File: config.mk
export PLATFORM = sky130hd
export DESIGN_NAME = bottle_fill_control_module
export DESIGN_NICKNAME = d
export VERILOG_FILES = /design/src/rtl/bottle_fill_control_module.sv
export SDC_FILE = /design/constraint.sdc
export NUM_CORES = 1
export LEC_CHECK = 0
export ABC_AREA = 1
export CORE_ASPECT_RATIO = 1.75
export CORE_MARGIN = 8
export CORE_UTILIZATION = 45
export DETAILED_ROUTE_END_ITERATION = 8
export GPL_ROUTABILITY_DRIVEN = 0
export GPL_TIMING_DRIVEN = 0
export PLACE_DENSITY = 0.79
export SETUP_SLACK_MARGIN = 0.05
export SKIP_CTS_REPAIR_TIMING = 1
export SLEW_MARGIN = 20
export SYNTH_ARGS = -nofsm -noshare
export SYNTH_HDL_FRONTEND = slang
export SYNTH_SLANG_ARGS = --single-unit
File: constraint.sdc
create_clock -name in_CLK -period 2.11 [get_ports in_CLK]
set_input_delay 0.633 -clock in_CLK [delete_from_list [all_inputs] [get_ports in_CLK]]
set_output_delay 0.633 -clock in_CLK [all_outputs]
set_load 0.05 [all_outputs]
File: src/rtl/bottle_fill_control_module.sv
// Bottle fill sequencer: counts pill-sensor edges into bottles against latched
// targets and reports state and counters for the display stage.
module bottle_fill_control_module #(
    parameter int CNT_W = 6,
    parameter int TOT_W = 12
) (
    input  logic             in_CLK,
    input  logic             in_RST,
    input  logic             in_start,
    input  logic             in_pill_pulse,
    input  logic             in_display_setting,
    input  logic [CNT_W-1:0] in_target_bottle_num,
    input  logic [CNT_W-1:0] in_target_pill_num,
    output logic [1:0]       out_state,
    output logic [CNT_W-1:0] out_pill_in_bottle,
    output logic [CNT_W-1:0] out_bottle_done,
    output logic [TOT_W-1:0] out_total_pills,
    output logic             out_bottle_change,
    output logic             out_alarm
);

    typedef enum logic [1:0] {
        S_ZERO      = 2'b00,
        S_OPERATION = 2'b01,
        S_PAUSE     = 2'b10,
        S_REPORT    = 2'b11
    } state_t;

    state_t           r_state,      w_state_nxt;
    logic             r_prev_start, r_prev_pill;
    logic [CNT_W-1:0] r_tgt_bottle, w_tgt_bottle_nxt;
    logic [CNT_W-1:0] r_tgt_pill,   w_tgt_pill_nxt;
    logic [CNT_W-1:0] r_pill,       w_pill_nxt;
    logic [CNT_W-1:0] r_bottle,     w_bottle_nxt;
    logic [TOT_W-1:0] r_total,      w_total_nxt;
    logic             r_change,     w_change_nxt;
    logic             r_alarm,      w_alarm_nxt;

    logic             w_start_edge, w_pill_edge;
    logic [CNT_W-1:0] w_pill_inc,   w_bottle_inc;

    assign w_start_edge = in_start & ~r_prev_start;
    assign w_pill_edge  = in_pill_pulse & ~r_prev_pill;
    assign w_pill_inc   = r_pill + CNT_W'(1);
    assign w_bottle_inc = r_bottle + CNT_W'(1);

    always_comb begin
        w_state_nxt      = r_state;
        w_tgt_bottle_nxt = r_tgt_bottle;
        w_tgt_pill_nxt   = r_tgt_pill;
        w_pill_nxt       = r_pill;
        w_bottle_nxt     = r_bottle;
        w_total_nxt      = r_total;
        w_change_nxt     = 1'b0;
        w_alarm_nxt      = r_alarm;
        case (r_state)
            S_ZERO: begin
                if (w_start_edge) begin
                    if (in_target_bottle_num != '0 && in_target_pill_num != '0) begin
                        w_tgt_bottle_nxt = in_target_bottle_num;
                        w_tgt_pill_nxt   = in_target_pill_num;
                        w_pill_nxt       = '0;
                        w_bottle_nxt     = '0;
                        w_total_nxt      = '0;
                        w_alarm_nxt      = 1'b0;
                        w_state_nxt      = S_OPERATION;
                    end else begin
                        w_alarm_nxt = 1'b1;
                    end
                end
            end
            S_OPERATION: begin
                // Entering setting mode takes priority over a coincident pill.
                if (in_display_setting) begin
                    w_state_nxt = S_PAUSE;
                end else if (w_pill_edge) begin
                    w_total_nxt = r_total + TOT_W'(1);
                    if (w_pill_inc == r_tgt_pill) begin
                        w_pill_nxt   = '0;
                        w_bottle_nxt = w_bottle_inc;
                        w_change_nxt = 1'b1;
                        if (w_bottle_inc == r_tgt_bottle)
                            w_state_nxt = S_REPORT;
                    end else begin
                        w_pill_nxt = w_pill_inc;
                    end
                end
            end
            S_PAUSE: begin
                if (!in_display_setting)
                    w_state_nxt = S_OPERATION;
            end
            S_REPORT: begin
                if (w_start_edge) begin
                    w_pill_nxt   = '0;
                    w_bottle_nxt = '0;
                    w_total_nxt  = '0;
                    w_state_nxt  = S_ZERO;
                end
            end
            default: w_state_nxt = S_ZERO;
        endcase
    end

    always_ff @(posedge in_CLK) begin
        if (in_RST) begin
            r_state      <= S_ZERO;
            r_prev_start <= 1'b0;
            r_prev_pill  <= 1'b0;
            r_tgt_bottle <= '0;
            r_tgt_pill   <= '0;
            r_pill       <= '0;
            r_bottle     <= '0;
            r_total      <= '0;
            r_change     <= 1'b0;
            r_alarm      <= 1'b0;
        end else begin
            r_state      <= w_state_nxt;
            r_prev_start <= in_start;
            r_prev_pill  <= in_pill_pulse;
            r_tgt_bottle <= w_tgt_bottle_nxt;
            r_tgt_pill   <= w_tgt_pill_nxt;
            r_pill       <= w_pill_nxt;
            r_bottle     <= w_bottle_nxt;
            r_total      <= w_total_nxt;
            r_change     <= w_change_nxt;
            r_alarm      <= w_alarm_nxt;
        end
    end

    assign out_state          = r_state;
    assign out_pill_in_bottle = r_pill;
    assign out_bottle_done    = r_bottle;
    assign out_total_pills    = r_total;
    assign out_bottle_change  = r_change;
    assign out_alarm          = r_alarm;

endmodule

==> impl_summary.md, run 1 <==
STA
Between clock sinks in the finished design, the worst skew comes to 0.00665 ns. The relative max-transition margin is 0.655. Setup repair after global routing could not meet its margin everywhere. Across all hold checks on the routed design, the worst slack comes to 0.468 ns. At the pin with the least slew margin, the transition time is 0.517 ns. The portion of the clock cycle consumed by the worst path in the final layout is 0.982. The final max-slew violation count is 0. The post-route minimum period is 2.07 ns.

The number of hold violations in the final report came to 0. The achievable frequency is 482 MHz. The total setup violations reported at the end of the flow is 0.

Pwr
In this run the static leakage power is 1.78 nW. The switching part of the total is 0.465. The worst-case IR drop observed on VDD is 535 uV. The internal power of the cells totals around 2 mW. The combinational group share of total power is 0.535. Of the total power, registers draw 0.288. The analysis attributes to net switching a power of approximately 1.7 mW.

The power density of the placed cells is about 1100 nW/um2. The completed layout was analyzed and its total power is 3.71 mW. Of the total power, the clock network draws 0.177.

Setup path
In this design, the stage delay of the slowest critical-path cell is around 0.5 ns. By startpoint and endpoint, the worst setup path is classified as in -> reg. For flop-to-flop paths, the worst setup slack is 0.18 ns. The largest driver fanout on the critical path is 5. The library cell appearing most often on the critical path is sky130_fd_sc_hd__nand2_2. The worst register-to-register path has a depth of 9. At the worst endpoint, the arrival time is approximately 2.3 ns. The kind of capture point of the worst setup path is a register.

The worst register-to-register path ends at out_pill_in_bottle[1]$_SDFFE_PP0P_. The signal on the critical path passes through clkdlybuf4s50_1 > nor2_1 > nand3_2 > nand2_2 > nand2_2 > nand3b_4 > nor2_4 > buf_6 > nand3_4 > o21ai_0. The library cell contributing the largest single delay on the critical path is sky130_fd_sc_hd__clkdlybuf4s50_1. The startpoint identified for the worst register-to-register timing path is out_state[1]$_SDFFE_PP0P_. The type of element launching the critical path is a primary input.

The required time at the endpoint of the critical path is 2.34 ns.

Die
The floorplan has 35 rows. In this run the horizontal extent of the chip is 71.1 um. The floorplan core area is 5210 um2. The floorplan step defined a die boundary enclosing approximately 8000 um2. 45 I/O pins were placed.

From bottom edge to top edge, the die measures 112 um. For this configuration, the core starts out at a cell density of 0.459.

Yosys
The netlist area before placement is ~2400 um2. By area the synthesized netlist is led by sky130_fd_sc_hd__dfxtp_1 (35%), sky130_fd_sc_hd__nand2_1 (11%), sky130_fd_sc_hd__nand3_1 (7.9%). The net count of the mapped netlist is 376.

The biggest area contributor in the post-synthesis netlist is sky130_fd_sc_hd__dfxtp_1. The unique cell type count in the Yosys netlist is 34. The cell count after synthesis is ~360. Of the post-synthesis cell area, the dominant cell type holds 0.351.

For this run, the register share of the synthesized area comes to 0.351. The Yosys step of the flow raised 0 warnings. Each instance of the synthesized netlist takes up on average 6.72 um2. In this run, synthesis produced a sequential element count of 42.

Finish
The sequential cell area is 842 um2. The area of all placed cells without fillers is approximately 3300 um2. The count of filler cells inserted in the layout is 449. The multi-input combinational cells in the finished layout cover a total of between 1000 and 1500 um2. The synthesis-to-finish area growth is 36.6%. In the final layout, the share of cells above drive strength 1 is 0.135. The count of inserted antenna diode cells is 0.

For this run, the post-layout net count is ~430.

Routing
The detail route stage leaves a number of antenna-violating nets equal to 0. The via-per-instance ratio is 5.39. The average wire per cell in the routed design is 14.6 um. The detailed router's first-iteration violation count is 180. The final routed wirelength across all metal layers is 6.83 mm. The first-pass detailed-route iteration total is 4. The detailed-route DRC error count is 0. The final route contains 2,529 vias.

Clock tree
The clock-pin slew reported for the worst setup and hold paths after clock tree synthesis is 0.08 ns. The clock reaches the later pin of the worst-skew pair after 0.30 ns. TritonCTS built the clock tree. The clock tree root buffer cell is sky130_fd_sc_hd__clkbuf_8. The clock sink count is 42.

The number of buffers inserted during clock tree synthesis is 5. The largest buffer count on any clock path is 2. The H-tree was split into 2 levels.

Global route
The number of antenna violations at the first check in global routing came to 0. Global routing finished with a remaining overflow of 0. The number of global-route vias before repair was 2,547. The first-pass GRT wire length is 11.0 mm. For this run, the total global-route usage over all layers was measured as 0.166. The maximum number of pins on one net before global-route repair is 15.

Placed design
Port buffering added 43 buffers. The half-perimeter wire length after placement is 4.98 mm. Summing all placed instances gives a cell area of 2890 um2.

Min path
The worst hold path depth is 2. The worst hold path startpoint is r_tgt_pill[1]$_SDFFE_PP0P_. The type of the tightest min-delay check is reg -> reg.

For hold timing, the worst endpoint is r_tgt_pill[1]$_SDFFE_PP0P_.

Status
The run finished with clean final reports.

Job
The tool flagged a number of max-cap violations equal to 0.
## sequential cells by signal (all words and copies together), names as in the netlist, 2 cells and up
register / count
out_total_pills: 12
out_bottle_done: 6
out_pill_in_bottle: 6
r_tgt_bottle: 6
r_tgt_pill: 6
out_state: 2
## cell families after synthesis
logic type	after synthesis	synth area share
adders and majority gates	3	0.0157
buffers and inverters	61	0.100
xor gates and xnor gates	9	0.0330
AOI/OAI and AO/OA	63	0.144
and+or+nand+nor	178	0.355
DFF	42	0.351
## per-stage QoR
| step | setup TNS, ns | worst slack (ns) | std cells | utilization |
|---|---|---|---|---|
| after floorplan | 0 | 0.117 | 356 | - |
| after global placement | -13.40 | -0.616 | 454 | 0.555 |
| after detailed placement | -14.87 | -0.648 | 454 | 0.555 |
| after CTS | -5.91 | -0.331 | 462 | 0.576 |
| after global routing | 0 | 0.00624 | 469 | 0.627 |
| final | 0 | 0.0370 | 469 | 0.627 |
## cell usage after synthesis
| master | count |
|---|---|
| sky130_fd_sc_hd__nand3_1 | 38 |
| sky130_fd_sc_hd__o21ai_0 | 22 |
| sky130_fd_sc_hd__dfxtp_1 | 42 |
| sky130_fd_sc_hd__o21ai_1 | 3 |
| sky130_fd_sc_hd__nor2_1 | 40 |
| sky130_fd_sc_hd__xor2_1 | 8 |
| sky130_fd_sc_hd__nor2_8 | 1 |
| sky130_fd_sc_hd__o211ai_1 | 2 |
| sky130_fd_sc_hd__a21oi_1 | 29 |
| sky130_fd_sc_hd__nor4_1 | 1 |
| sky130_fd_sc_hd__nand2_1 | 73 |
| sky130_fd_sc_hd__buf_2 | 1 |
| sky130_fd_sc_hd__inv_1 | 49 |
| sky130_fd_sc_hd__o21ai_4 | 1 |
| sky130_fd_sc_hd__nor3_1 | 6 |
| sky130_fd_sc_hd__nand3_4 | 1 |
| sky130_fd_sc_hd__nand2_4 | 2 |
| sky130_fd_sc_hd__nand3b_4 | 1 |
| sky130_fd_sc_hd__nor3b_2 | 1 |
| sky130_fd_sc_hd__o21ai_2 | 1 |
| sky130_fd_sc_hd__a21oi_2 | 1 |
| sky130_fd_sc_hd__inv_4 | 1 |
| sky130_fd_sc_hd__o31ai_1 | 1 |
| sky130_fd_sc_hd__nand4_1 | 7 |
| sky130_fd_sc_hd__buf_6 | 1 |
| sky130_fd_sc_hd__clkbuf_1 | 5 |
| sky130_fd_sc_hd__and3_1 | 2 |
| sky130_fd_sc_hd__o22ai_1 | 3 |
| sky130_fd_sc_hd__nor2_4 | 3 |
| sky130_fd_sc_hd__xnor2_1 | 1 |
| sky130_fd_sc_hd__inv_2 | 4 |
| sky130_fd_sc_hd__nor3_2 | 1 |
| sky130_fd_sc_hd__nor2_2 | 1 |
| sky130_fd_sc_hd__ha_1 | 3 |
## cell usage in the layout (no fill, tap or decap), types with 7 or more instances in the layout
master,Yosys,final
sky130_fd_sc_hd__nand4_1,7,7
sky130_fd_sc_hd__a21oi_1,29,29
sky130_fd_sc_hd__dfxtp_1,42,41
sky130_fd_sc_hd__xor2_1,8,8
sky130_fd_sc_hd__nor2_1,40,37
sky130_fd_sc_hd__nand2_1,73,70
sky130_fd_sc_hd__clkdlybuf4s50_1,0,11
sky130_fd_sc_hd__nand3_1,38,33
sky130_fd_sc_hd__o21ai_0,22,21
sky130_fd_sc_hd__inv_1,49,48
sky130_fd_sc_hd__dlymetal6s2s_1,0,32
## worst max-delay path by stage
stage | startpoint | to | depth (start not counted)
2_1_floorplan | out_pill_in_bottle[0]$_SDFFE_PP0P_ | out_bottle_done[0]$_SDFFE_PP0P_ | 13
3_3_place_gp | in_start | r_tgt_bottle[4]$_SDFFE_PP0P_ | 9
3_5_place_dp | in_start | r_tgt_pill[2]$_SDFFE_PP0P_ | 9
4_1_cts | in_start | r_tgt_pill[2]$_SDFFE_PP0P_ | 9
5_1_grt | in_target_bottle_num[5] | out_pill_in_bottle[1]$_SDFFE_PP0P_ | 10
6_report | in_target_pill_num[4] | out_pill_in_bottle[1]$_SDFFE_PP0P_ | 10
## area by class of cell
cell class / instances / share of cell area
clock inverters: 3 / 0.0134
well taps: 55 / 0.0211
flip-flops and latches: 42 / 0.258
clock buffers: 5 / 0.0211
plain buffers: 7 / 0.0123
multi-input cells: 254 / 0.438
inverters: 54 / 0.0643
repair buffers: 49 / 0.172
## per-layer routing
layer,share of wire,GRT usage,routed length (um)
met1,0.38,0.159,2620
met2,0.53,0.301,3590
met3,0.039,0.0339,268
met4,0.052,0.123,352
met5,0,0,0
## power groups by stage
stage,registers (mW),clock network (mW),logic (mW)
finish,1.07,0.656,1.99
global route,1.09,0.702,2.14
CTS,1.06,0.664,1.65
detailed placement,1.08,0,1.64
global placement,1.07,0,1.61
floorplan,1.28,0,0.989
## worst max-delay path, delay by kind of cell
kind,cells,cell delay (ns)
and+or+nand+nor,7,0.87
buffers and inverters,2,0.63
AOI/OAI and AO/OA,1,0.16
Power figures use the tool's default switching activity.
==> inputs of run 2 (changes only) <==
- SETUP_SLACK_MARGIN: 0.05 -> 0.4
- SLEW_MARGIN: 20 -> unset
==> impl_summary.md, run 2 (synthesized netlist as in run 1, its figures left out) <==
Finish
The area occupied by multi-input gates was 1570 um2 (was 1430 um2). The most common cell after layout, fill and taps aside is sky130_fd_sc_hd__nand2_1 (unchanged). The number of nets at the end of the flow came to 448 (was 433).

The synthesis-to-finish area growth is 42.2% (was 36.6%). The share of layout cells above drive strength 1 is 0.331 (was 0.135). The sequential cell area is 868 um2 (was 842 um2). Highest-count cells in the layout ignoring fill and taps: sky130_fd_sc_hd__nand2_1 (59), sky130_fd_sc_hd__inv_1 (46), sky130_fd_sc_hd__nor2_1 (31), sky130_fd_sc_hd__dfxtp_1 (30), sky130_fd_sc_hd__nand3_1 (29) (was sky130_fd_sc_hd__nand2_1 (70), sky130_fd_sc_hd__inv_1 (48), sky130_fd_sc_hd__dfxtp_1 (41), sky130_fd_sc_hd__nor2_1 (37), sky130_fd_sc_hd__nand3_1 (33)).

The number of flip-flops in the largest register was 12 (unchanged). The count of inserted antenna diode cells is 0 (unchanged). The count of filler cells inserted in the layout is 416 (was 449). The post-layout instance count excluding filler cells is 484 (was 469).

Pwr
The cell-internal power is 2.05 mW (was 1.99 mW). The net switching power of the design came to 1.89 mW (was 1.73 mW). The total power was 3.95 mW (was 3.71 mW). The clock group share of total power is 0.141 (was 0.177). The power share of the sequential group was 0.279 (was 0.288). The power density of the placed cells was 1160 nW/um2 (was 1140 nW/um2). The combinational group share of total power came to 0.580 (was 0.535). The largest vdd supply drop is 685 uV (was 535 uV).

The leakage power figure is 1.54 nW (was 1.78 nW). The switching part of the total is 0.480 (was 0.465).

Setup path
The gate family responsible for the most delay along the worst path is buffers and inverters (was simple AND/OR/NAND/NOR gates). The library cell contributing the largest single delay on the critical path is sky130_fd_sc_hd__dlymetal6s2s_1 (was sky130_fd_sc_hd__clkdlybuf4s50_1). The kind of capture point of the worst setup path is an output port (was register). The arrival time at the worst endpoint is 1.13 ns (was 2.31 ns). Ordered cell list for the critical path: dlymetal6s2s_1 (was clkdlybuf4s50_1 > nor2_1 > nand3_2 > nand2_2 > nand2_2 > nand3b_4 > nor2_4 > buf_6 > nand3_4 > o21ai_0). The largest driver fanout on the critical path is 5 (unchanged). The peak per-stage delay on the critical path came to 0.44 ns (was 0.49 ns). The type of the setup path with the least slack was reg -> out (was in -> reg). The required time at the endpoint of the critical path is 1.48 ns (was 2.34 ns). The buffering stage count on the worst path with inverters included is 1 (was 2).

The type of element launching the critical path is a register (was primary input).

STA
The number of hold violations in the final report is 0 (unchanged). The smallest hold slack is 0.461 ns (was 0.468 ns). The post-route minimum period is 1.76 ns (was 2.07 ns).

The relative max-transition margin came to 0.664 (was 0.655). The total setup violations reported at the end of the flow is 0 (unchanged). The achievable frequency was 567 MHz (was 482 MHz). The final clock skew is 0.00923 ns (was 0.00665 ns).

The portion of the clock cycle consumed by the worst path in the final layout is 0.836 (was 0.982). Setup repair after global routing missed its margin: yes (unchanged). The accumulated negative setup slack is 0 ns (unchanged). The final max-slew violation count is 0 (unchanged). The transition at the pin with the smallest max-transition slack is 0.503 ns (was 0.517 ns).

The final worst-path setup slack is 0.346 ns (was 0.0370 ns).

Routing
The remaining antenna violation count is 0 (unchanged). The final routed wirelength across all metal layers was 7.97 mm (was 6.83 mm). The first-pass detailed-route iteration total was 4 (unchanged).

The detailed router's first-iteration violation count is 259 (was 180). The detailed-route DRC error count came to 0 (unchanged). The via-per-instance ratio is 5.68 (was 5.39). The count of vias placed by the detailed router was 2,749 (was 2,529). The average wire per cell in the routed design is 16.5 um (was 14.6 um).

Job
The number of max-cap violations is 0 (unchanged).

Die
The number of top-level design ports is 45 (unchanged). The die area is 8000 um2 (unchanged). The vertical extent of the die is 112 um (unchanged).

The floorplan core area came to 5210 um2 (unchanged). The horizontal extent of the die is 71.1 um (unchanged). The initial standard-cell utilization of the core is 0.459 (unchanged). The cell row count came to 35 (unchanged).

Placed design
The half-perimeter wire length after placement was 4.89 mm (was 4.98 mm). The total of buffers placed on input and output ports was 43 (unchanged). The post-placement setup slack is -0.628 ns (was -0.648 ns). The number of placed cells counting well taps is 454 (unchanged).

Clock tree
The number of buffers inserted during clock tree synthesis was 5 (unchanged). The clock tree root buffer cell is sky130_fd_sc_hd__clkbuf_8 (unchanged). The largest buffer count on any clock path was 2 (unchanged). The clock latency on the worst-skew pair is 0.30 ns (about the same). The number of H-tree branching levels is 2 (unchanged). The clock-pin slew reported for the worst setup and hold paths after clock tree synthesis is 0.08 ns (about the same). The clock sink count is 42 (unchanged).

The CTS tree is yes (unchanged).

Global route
The first-pass GRT wire length was 10.9 mm (was 11.0 mm). The overall overflow remaining after global route is 0 (unchanged). The number of global-route vias before repair is 2,525 (was 2,547). The number of antenna violations at the first check in global routing came to 0 (unchanged).

The maximum number of pins on one net before global-route repair is 13 (was 15). The total global-route track usage came to 0.167 (was 0.166).

Min path
The type of the tightest min-delay check is reg -> reg (unchanged).

Status
Status: complete, no violations (unchanged).
-- run 2: cell count changes in the layout (fill, tap and decap cells not counted), moves of 11 or more --
cell,previous run,this run
sky130_fd_sc_hd__buf_4,5,17
sky130_fd_sc_hd__clkdlybuf4s50_1,11,0
sky130_fd_sc_hd__clkbuf_2,1,26
sky130_fd_sc_hd__dfxtp_1,41,30
sky130_fd_sc_hd__dlymetal6s2s_1,32,17
sky130_fd_sc_hd__nand2_1,70,59
-- run 2: routing by layer --
layer | GRT usage | vias to the layer above | share of wire
li1 | - | 1302 | -
met1 | 0.157 | 1325 | 0.36
met2 | 0.315 | 93 | 0.57
met3 | 0.0402 | 29 | 0.039
met4 | 0.0937 | 0 | 0.035
met5 | 0 | - | 0
-- run 2: final cells by class --
cell class	instances	area share
multi-input cells	253	0.462
flip-flops and latches	42	0.255
repair buffers	65	0.154
inverters	54	0.0648
clock buffers	8	0.0265
well taps	55	0.0202
plain buffers	7	0.0173
-- run 2: final timing paths --
kind,startpoint,to,slack [ns],depth (start not counted)
setup reg to reg,out_pill_in_bottle[0]$_SDFFE_PP0P_,out_pill_in_bottle[4]$_SDFFE_PP0P_,0.35,9
hold reg to reg,r_tgt_pill[1]$_SDFFE_PP0P_,r_tgt_pill[1]$_SDFFE_PP0P_,0.46,2
setup / recovery,out_bottle_done[1]$_SDFFE_PP0P_,out_bottle_done[1],0.35,1
hold / removal,r_tgt_pill[1]$_SDFFE_PP0P_,r_tgt_pill[1]$_SDFFE_PP0P_,0.46,2
-- run 2: power groups by stage --
stage / clock network [mW] / registers [mW] / logic, mW
3_5_place_dp: 0 / 1.09 / 1.64
2_1_floorplan: 0 / 1.29 / 0.989
3_3_place_gp: 0 / 1.09 / 1.61
4_1_cts: 0.554 / 1.07 / 1.65
6_report: 0.558 / 1.10 / 2.29
5_1_grt: 0.596 / 1.12 / 2.46
-- run 2: per-stage QoR --
| step | instance area [um2] | util |
|---|---|---|
| after detailed placement | 2910 | 0.559 |
| final | 3400 | 0.653 |
| after CTS | 3000 | 0.576 |
| after global routing | 3400 | 0.653 |
| after floorplan | 2410 | - |
| after global placement | 2910 | 0.559 |
==> inputs of run 3 (changes only) <==
- clock period: 2.11 -> 1.8 ns (I/O delays scaled with it)
==> impl_summary.md, run 3 (synthesized netlist as in run 1, its figures left out) <==
Clock tree
The clock latency on the worst-skew pair was 0.29 ns (was 0.30 ns). The clock sink count came to 42 (unchanged). The number of H-tree branching levels came to 2 (unchanged). The CTS tree is yes (unchanged). The clock-pin slew reported for the worst setup and hold paths after clock tree synthesis was 0.08 ns (about the same).

The number of buffers inserted during clock tree synthesis was 5 (unchanged). The clock tree root buffer cell is sky130_fd_sc_hd__clkbuf_8 (unchanged). The largest buffer count on any clock path was 2 (unchanged).

STA
The relative max-transition margin was 0.763 (was 0.664). Dividing the final minimum period by the clock period gives 0.967. The final clock skew was 0.00529 ns (was 0.00923 ns). The total setup violations reported at the end of the flow is 0 (unchanged). The transition at the pin with the smallest max-transition slack is 0.354 ns (was 0.503 ns). The final max-slew violation count is 0 (unchanged). Setup repair after global routing missed its margin: yes (unchanged). Subtracting the final worst setup slack from the clock period gives between 1.5 and 2 ns. Based on the critical path, the design can be clocked at up to 575 MHz. The smallest hold slack came to 0.461 ns (about the same). The number of hold violations in the final report is 0 (unchanged). The final worst-path setup slack came to 0.0601 ns (was 0.346 ns).

Min path
The worst hold path depth was 3 (was 2). The type of the tightest min-delay check is in -> reg (was reg -> reg). The worst hold path startpoint is in_start (was r_tgt_pill[1]$_SDFFE_PP0P_).

Finish
The count of inserted antenna diode cells is 0 (unchanged). Highest-count cells in the layout ignoring fill and taps: sky130_fd_sc_hd__nand2_1 (59), sky130_fd_sc_hd__inv_1 (43), sky130_fd_sc_hd__nor2_1 (30), sky130_fd_sc_hd__buf_6 (29), sky130_fd_sc_hd__nand3_1 (26) (was sky130_fd_sc_hd__nand2_1 (59), sky130_fd_sc_hd__inv_1 (46), sky130_fd_sc_hd__nor2_1 (31), sky130_fd_sc_hd__dfxtp_1 (30), sky130_fd_sc_hd__nand3_1 (29)). The count of filler cells inserted in the layout is 378 (was 416). The number of flip-flops in the largest register is 12 (unchanged). The post-layout utilization of the core was 0.714 (was 0.653).

The number of nets at the end of the flow is 453 (was 448). The synthesis-to-finish area growth is 55.5% (was 42.2%). The most common cell after layout, fill and taps aside is sky130_fd_sc_hd__nand2_1 (unchanged). The post-layout instance count excluding filler cells is 489 (was 484). The share of layout cells above drive strength 1 came to 0.408 (was 0.331).

Setup path
The start point of the critical path is out_pill_in_bottle[0]$_SDFFE_PP0P_ (was out_bottle_done[1]$_SDFFE_PP0P_). The type of the setup path with the least slack is reg -> reg (was reg -> out). The kind of capture point of the worst setup path is a register (was output port). The largest driver fanout on the critical path is 6 (was 5). The required time at the endpoint of the critical path was 2.04 ns (was 1.48 ns). The arrival time at the worst endpoint is 1.98 ns (was 1.13 ns). The startpoint of the most critical register-to-register path is out_pill_in_bottle[0]$_SDFFE_PP0P_ (unchanged).

The number of cells traversed by the worst register-to-register path came to 15 (was 9). The type of element launching the critical path is a register (unchanged).

Pwr
The net switching power of the design is 2.34 mW (was 1.89 mW). The largest vdd supply drop is 904 uV (was 685 uV). The clock group share of total power came to 0.139 (was 0.141). The combinational group share of total power is 0.597 (was 0.580).

The power density of the placed cells is 1340 nW/um2 (was 1160 nW/um2). The power share of the sequential group came to 0.264 (was 0.279). The leakage power figure came to 1.61 nW (was 1.54 nW). The cell-internal power is 2.66 mW (was 2.05 mW).

The switching part of the total came to 0.468 (was 0.480).

Job
The number of max-cap violations was 0 (unchanged).

Global route
The number of antenna violations at the first check in global routing is 0 (unchanged). The met2 routing resource usage after global routing was 0.322 (was 0.315). The met3 usage in global routing was 0.0357 (was 0.0402). The overall overflow remaining after global route is 0 (unchanged). The busiest layer in global routing is met2 (unchanged). The maximum number of pins on one net before global-route repair is 13 (unchanged). The first-pass GRT wire length was 10.9 mm (about the same). The total global-route track usage is 0.166 (was 0.167). The number of global-route vias before repair is 2,433 (was 2,525). The met1 routing resource usage after global routing is 0.162 (was 0.157).

Routing
The first-pass detailed-route iteration total is 4 (unchanged). The via-per-instance ratio is 5.66 (was 5.68). The detailed-route DRC error count was 0 (unchanged).

The average wire per cell in the routed design is 16.2 um (was 16.5 um). The count of vias placed by the detailed router came to 2,770 (was 2,749). The detailed router's first-iteration violation count is 224 (was 259). The final routed wirelength across all metal layers came to 7.94 mm (was 7.97 mm).

The remaining antenna violation count came to 0 (unchanged).

Status
Status: complete, no violations (unchanged).

Die
The cell row count is 35 (unchanged). The vertical extent of the die is 112 um (unchanged). The die area is 8000 um2 (unchanged).

The number of top-level design ports came to 45 (unchanged). The initial standard-cell utilization of the core was 0.459 (unchanged). The horizontal extent of the die is 71.1 um (unchanged).

The floorplan core area is 5210 um2 (unchanged).

Placed design
The number of placed cells counting well taps is 454 (unchanged). The total of buffers placed on input and output ports came to 43 (unchanged). The post-placement setup slack is -0.732 ns (was -0.628 ns). The half-perimeter wire length after placement was 5.06 mm (was 4.89 mm).
==> run 3: critical path, cell delays in order (launching register included) <==
cell and delay [ns]:
sky130_fd_sc_hd__dfxtp_4 0.41, sky130_fd_sc_hd__ha_4 0.17, sky130_fd_sc_hd__inv_2 0.04, sky130_fd_sc_hd__nand2_2 0.07, sky130_fd_sc_hd__nand2_2 0.06, sky130_fd_sc_hd__nand2_1 0.06, sky130_fd_sc_hd__nand2_1 0.07, sky130_fd_sc_hd__inv_2 0.06
sky130_fd_sc_hd__nand2_1 0.05, sky130_fd_sc_hd__nor2_1 0.13, sky130_fd_sc_hd__nand3_2 0.17, sky130_fd_sc_hd__nand2_4 0.14, sky130_fd_sc_hd__nand2_4 0.08, sky130_fd_sc_hd__nand2_2 0.08, sky130_fd_sc_hd__o21ai_2 0.05, sky130_fd_sc_hd__inv_1 0.05
==> run 3: cell type report <==
cell class / instances / area (um2) / area share
flip-flops and latches: 42 / 913 / 0.246
inverters: 54 / 223 / 0.0599
clock buffers: 8 / 101 / 0.0272
well taps: 55 / 68.8 / 0.0185
repair buffers: 70 / 739 / 0.199
multi-input cells: 253 / 1610 / 0.434
plain buffers: 7 / 60.1 / 0.0161
==> run 3: power groups by stage <==
stage	Clock [mW]	Combinational, mW	Sequential [mW]
global route	0.729	3.14	1.34
finish	0.694	2.98	1.32
CTS	0.693	2.07	1.28
floorplan	0	1.28	1.54
global placement	0	2.02	1.29
detailed placement	0	2.06	1.30
==> run 3: worst paths after layout <==
path | slack, ns | end
setup / recovery | 0.06 | out_bottle_done[3]$_SDFFE_PP0P_
hold / removal | 0.46 | r_prev_start$_SDFF_PP0_
setup reg to reg | 0.06 | out_bottle_done[3]$_SDFFE_PP0P_
hold reg to reg | 0.48 | r_tgt_pill[2]$_SDFFE_PP0P_
==> run 3: stage by stage <==
step / area, um2 / setup TNS (ns) / power, mW
2_1_floorplan: 2510 / 0 / 2.82
3_3_place_gp: 3010 / -19.70 / 3.32
3_5_place_dp: 3010 / -20.29 / 3.35
4_1_cts: 3110 / -15.24 / 4.04
5_1_grt: 3720 / -0.0371 / 5.21
6_report: 3720 / 0 / 4.99
==> run 3: routing by layer <==
| layer | up-vias | part of all wire | wire length, um |
|---|---|---|---|
| li1 | 1310 | - | - |
| met1 | 1314 | 0.34 | 2730 |
| met2 | 109 | 0.55 | 4390 |
| met3 | 37 | 0.053 | 421 |
| met4 | 0 | 0.051 | 406 |
| met5 | - | 0 | 0 |
